$ cat config.mk
export PLATFORM = sky130hd
export DESIGN_NAME = rr_arb_bin
export DESIGN_NICKNAME = d
export VERILOG_FILES = /design/src/rtl/rr_arb_bin.sv
export SDC_FILE = /design/constraint.sdc
export NUM_CORES = 1
export LEC_CHECK = 0
export CELL_PAD_IN_SITES_DETAIL_PLACEMENT = 1
export CELL_PAD_IN_SITES_GLOBAL_PLACEMENT = 2
export CORE_ASPECT_RATIO = 0.6
export CORE_UTILIZATION = 41
export CTS_BUF_LIST = sky130_fd_sc_hd__clkbuf_4 sky130_fd_sc_hd__clkbuf_8
export CTS_CLUSTER_SIZE = 20
export DETAILED_ROUTE_END_ITERATION = 8
export PLACE_DENSITY_LB_ADDON = 0.1
export SLEW_MARGIN = 20
export SYNTH_ARGS = -nofsm -noshare
export SYNTH_HDL_FRONTEND = slang
export SYNTH_SLANG_ARGS = --single-unit
$ cat constraint.sdc
create_clock -name clk -period 9.6 [get_ports clk]
set_clock_uncertainty 0.15 [all_clocks]
set_input_delay 1.92 -clock clk [delete_from_list [all_inputs] [get_ports clk]]
set_output_delay 1.92 -clock clk [all_outputs]
set_load 0.01 [all_outputs]
$ cat src/rtl/rr_arb_bin.sv
// rr_arb_bin: round-robin arbiter that issues a registered binary grant index, held until done or a hold-timeout.
module rr_arb_bin #(
    parameter int REQ_W    = 16,
    parameter int BIN_W    = 4,
    parameter int MAX_HOLD = 8
) (
    input  logic             clk,
    input  logic             reset,
    input  logic [REQ_W-1:0] req_i,
    input  logic             done_i,
    output logic             gnt_valid_o,
    output logic [BIN_W-1:0] gnt_bin_o,
    output logic             timeout_o
);
    typedef enum logic {IDLE, GRANT} state_t;
    state_t           state;
    logic [BIN_W-1:0] ptr;
    logic [7:0]       hold_cnt;
    logic [BIN_W-1:0] win;
    // Descending scan so the last hit is the one closest to ptr; BIN_W-bit adds wrap mod REQ_W.
    always_comb begin
        win = ptr;
        for (int i = REQ_W - 1; i >= 0; i--)
            if (req_i[ptr + BIN_W'(i)]) win = ptr + BIN_W'(i);
    end
    always_ff @(posedge clk or posedge reset) begin
        if (reset) begin
            state       <= IDLE;
            ptr         <= '0;
            hold_cnt    <= '0;
            gnt_valid_o <= 1'b0;
            gnt_bin_o   <= '0;
            timeout_o   <= 1'b0;
        end else begin
            timeout_o <= 1'b0;
            case (state)
                IDLE: begin
                    gnt_valid_o <= |req_i;
                    if (|req_i) begin
                        gnt_bin_o <= win;
                        hold_cnt  <= 8'd1;
                        state     <= GRANT;
                    end
                end
                GRANT: begin
                    if (done_i || hold_cnt == 8'(MAX_HOLD)) begin
                        gnt_valid_o <= 1'b0;
                        timeout_o   <= !done_i;
                        ptr         <= gnt_bin_o + BIN_W'(1);
                        state       <= IDLE;
                    end else begin
                        hold_cnt <= hold_cnt + 8'd1;
                    end
                end
                default: state <= IDLE;
            endcase
        end
    end
endmodule

==> flow_metrics.tcl <==
set metrics [dict create \
    layout.area.seq_um2 475.5 \
    ioPinCount 25 \
    clock_insertion_delay_at_the_later_pin_of_the_skew_report_ns 0.28 \
    path_cells "inv_1, ha_1, mux4_2, mux2i_1, mux2i_1, nand3b_1, o21ai_0, or4_1, a41oi_1, o21ai_1" \
    synth-edff-count 0 \
    post_synth_instance_area_um2 2853 \
    grt_setup_unrepaired "no" \
    slowest_delay_ns 0.88 \
    report.final.slew_viol_count 0 \
    cpLargestDelayFamily "multiplexers" \
    worstPathMaxFanout 21 \
    clock-sinks 19 \
    period_share 0.5057 \
    initial_cell_density_of_the_core 0.4255 \
    cts_hold_buffers 0 \
    routed_wirelength_um 9135 \
    setup_viol 0 \
    filler_cell_count 799 \
    postCtsResizedCells 0 \
    endpoint_class_of_the_critical_path "register" \
    gr-total-overflow 0 \
    postSynthCellCount 312 \
    area_of_combinational_cells_with_multiple_inputs_um2 2246 \
    timing.final.crit_period_ns 4.855 \
    clk_root_buffer_cell "sky130_fd_sc_hd__clkbuf_8" \
    timing.fmax_mhz 206.0 \
    library_cell_contributing_the_largest_single_delay_on_the_critical_path "sky130_fd_sc_hd__dfrtp_1" \
    placeable_core_area_um2 6705 \
    regToRegSetupSlack_ns 4.75 \
    max_cap_violations 0 \
    numCtsBuffers 3 \
    n_antenna_cell 0 \
    die-width_um 109.7 \
    htree_num_levels 1 \
    io_buffer_count 24 \
    crit_arrival_ns 4.86 \
    cp.required_ns 9.60 \
    totalNegativeSetupSlack_ns 0 \
    post_route_cells_drive_above_1_share 0.1235 \
    worst-setup-path-type "register to register" \
    detailedRoute.firstPassIterationCount 5 \
    area_fraction_of_the_dominant_cell_type_after_synthesis 0.1667 \
    setup.worst_path.start_class "register" \
    layout_nets 362 \
    clock_tree.buffer_depth 2 \
    yosysSeqAreaShare 0.1667 \
    path_clk_slew_ns 0.08 \
    cts_setup_buffers 0 \
    initialDrtViolationCount 140 \
    grt_antenna_before_repair 0 \
    vias 2670 \
    drtAntennaViolNets 0 \
    grt_pass1_wl_um 14510 \
    synth_nets 341 \
    maximum_number_of_pins_on_one_net_before_global_route_repair 25 \
    floorplan.die.height_um 66.61 \
    cpMostUsedCell "sky130_fd_sc_hd__mux2i_1" \
    finalHoldViolations 0 \
    routed_wire_length_per_instance_um 21.80 \
    grt_pass1_vias 2585 \
    ys_warn_count 0 \
    core.rowCount 23 \
    worst_hold_path_type "register to register" \
    worst_pin_slew_ns 0.8222 \
    global_route_total_usage_across_every_layer 0.2702 \
    place_congestion 0.8531 \
    cts_tree "done" \
    hpwlAfterDp_um 7026 \
    syn_avg_cell_area_um2 9.143 \
    synth_top_cells_by_area "sky130_fd_sc_hd__dfrtp_1 17%, sky130_fd_sc_hd__mux4_1 10%, sky130_fd_sc_hd__mux2i_1 9.8%, sky130_fd_sc_hd__mux4_2 7.9%, sky130_fd_sc_hd__mux2_2 5.5%" \
    worst_slack_ns 4.745 \
    synthToLayoutAreaGrowth_pct 12.63 \
    postSynth.asyncResetShare 1.000 \
    synth_ff_type "sky130_fd_sc_hd__dfrtp_1" \
    outcome "finished, final reports clean" \
    ys_seq_elements 19 \
    area_of_the_die_um2 7306 \
    synth.lib_cells_used.distinct 60 \
    drc 0 \
    vias_per_cell 6.372 \
    synth_top_cell_by_area "sky130_fd_sc_hd__dfrtp_1" \
    critical_path_buf_inv_count 1 \
    dpl_worst_slack_ns 4.534 \
    maxSlewHeadroom 0.4519 \
]
[cells by family after synthesis]
logic type                 synth area share
and+or+nand+nor                      0.1632
AOI/OAI and AO/OA                    0.1750
muxes                                0.3417
buffers and inverters               0.04605
xor gates and xnor gates            0.06360
DFF                                  0.1667
adders and majority gates           0.04386
[tightest hold or removal path: stages, from the launching register on]
cell and delay (ns):
sky130_fd_sc_hd__dfrtp_1 0.35, sky130_fd_sc_hd__nand2_1 0.05, sky130_fd_sc_hd__nand2_1 0.05
[stage by stage]
stage | std cells | hold slack (ns) | utilization | area [µm²]
2_1_floorplan | 312 | 0.3557 | - | 2853
3_3_place_gp | 415 | 0.3092 | 0.4719 | 3164
5_1_grt | 419 | 0.3812 | 0.4792 | 3213
4_1_cts | 419 | 0.3341 | 0.4792 | 3213
6_report | 419 | 0.3274 | 0.4792 | 3213
3_5_place_dp | 415 | 0.3126 | 0.4719 | 3164
[placed cells by master, fill, tap and decap left out, types with 5 or more instances in the layout]
cell / n
sky130_fd_sc_hd__a21oi_1: 15
sky130_fd_sc_hd__a31oi_1: 6
sky130_fd_sc_hd__buf_4: 5
sky130_fd_sc_hd__clkdlybuf4s50_1: 24
sky130_fd_sc_hd__dfrtp_1: 19
sky130_fd_sc_hd__ha_1: 10
sky130_fd_sc_hd__inv_1: 13
sky130_fd_sc_hd__mux2_2: 14
sky130_fd_sc_hd__mux2i_1: 28
sky130_fd_sc_hd__mux4_1: 11
sky130_fd_sc_hd__mux4_2: 10
sky130_fd_sc_hd__nand2_1: 30
sky130_fd_sc_hd__nand2b_1: 5
sky130_fd_sc_hd__nand3_1: 5
sky130_fd_sc_hd__nand4_1: 5
sky130_fd_sc_hd__nor2_1: 25
sky130_fd_sc_hd__nor2b_1: 5
sky130_fd_sc_hd__o211ai_1: 5
sky130_fd_sc_hd__o21ai_0: 17
sky130_fd_sc_hd__xnor2_1: 8
sky130_fd_sc_hd__xor2_1: 9
[cell type report]
class | instances | share of cell area
tap | 87 | 0.03388
timing repair buffer | 29 | 0.08645
inverter | 15 | 0.01752
clock inverter | 1 | 0.002336
clock buffer | 3 | 0.01285
multi-input combinational | 265 | 0.6990
sequential | 19 | 0.1480
[path summary, 6_finish.rpt]
| check | startpoint | end | cells past startpoint |
|---|---|---|---|
| max reg2reg | ptr[1] | gnt_bin_o[2] | 10 |
| min | gnt_valid_o | gnt_valid_o | 2 |
| min in group asynchronous | reset | hold_cnt[6] | 2 |
| min reg2reg | gnt_valid_o | gnt_valid_o | 2 |
| max in group asynchronous | reset | gnt_bin_o[2] | 2 |
| max | ptr[1] | gnt_bin_o[2] | 10 |
[layer usage]
layer	part of all wire	GRT usage
met2	0.41	0.3821
met1	0.53	0.4230
met5	0	0
met3	0.057	0.06067
met4	0.0042	0.02500
[flip-flops by register name (all words and copies together), names as in the netlist]
| name | count |
|---|---|
| state | 1 |
| hold_cnt | 8 |
| gnt_bin_o | 4 |
| gnt_valid_o | 1 |
| ptr | 4 |
| timeout_o | 1 |
[cell usage after synthesis, drive strengths merged (2+ instances only)]
library cell  number
nor3               4
nor2b              5
nand2             30
o211ai             5
and2               2
o221ai             3
a41oi              2
buf                6
mux2              14
nand4              5
xor2               9
o21a               2
mux2i             29
mux4              21
a31o               3
nor4               4
and3               2
xnor2             10
nand3              5
o22ai              4
a2111oi            2
nand2b             5
a21oi             15
dfrtp             19
o21ai             19
or3                2
inv               14
clkbuf             7
nor2              25
a21o               3
a31oi              6
ha                10
o311ai             2
Power is not shown: default switching activity piles up to over one toggle a cycle in this logic, so the estimate is an artifact.
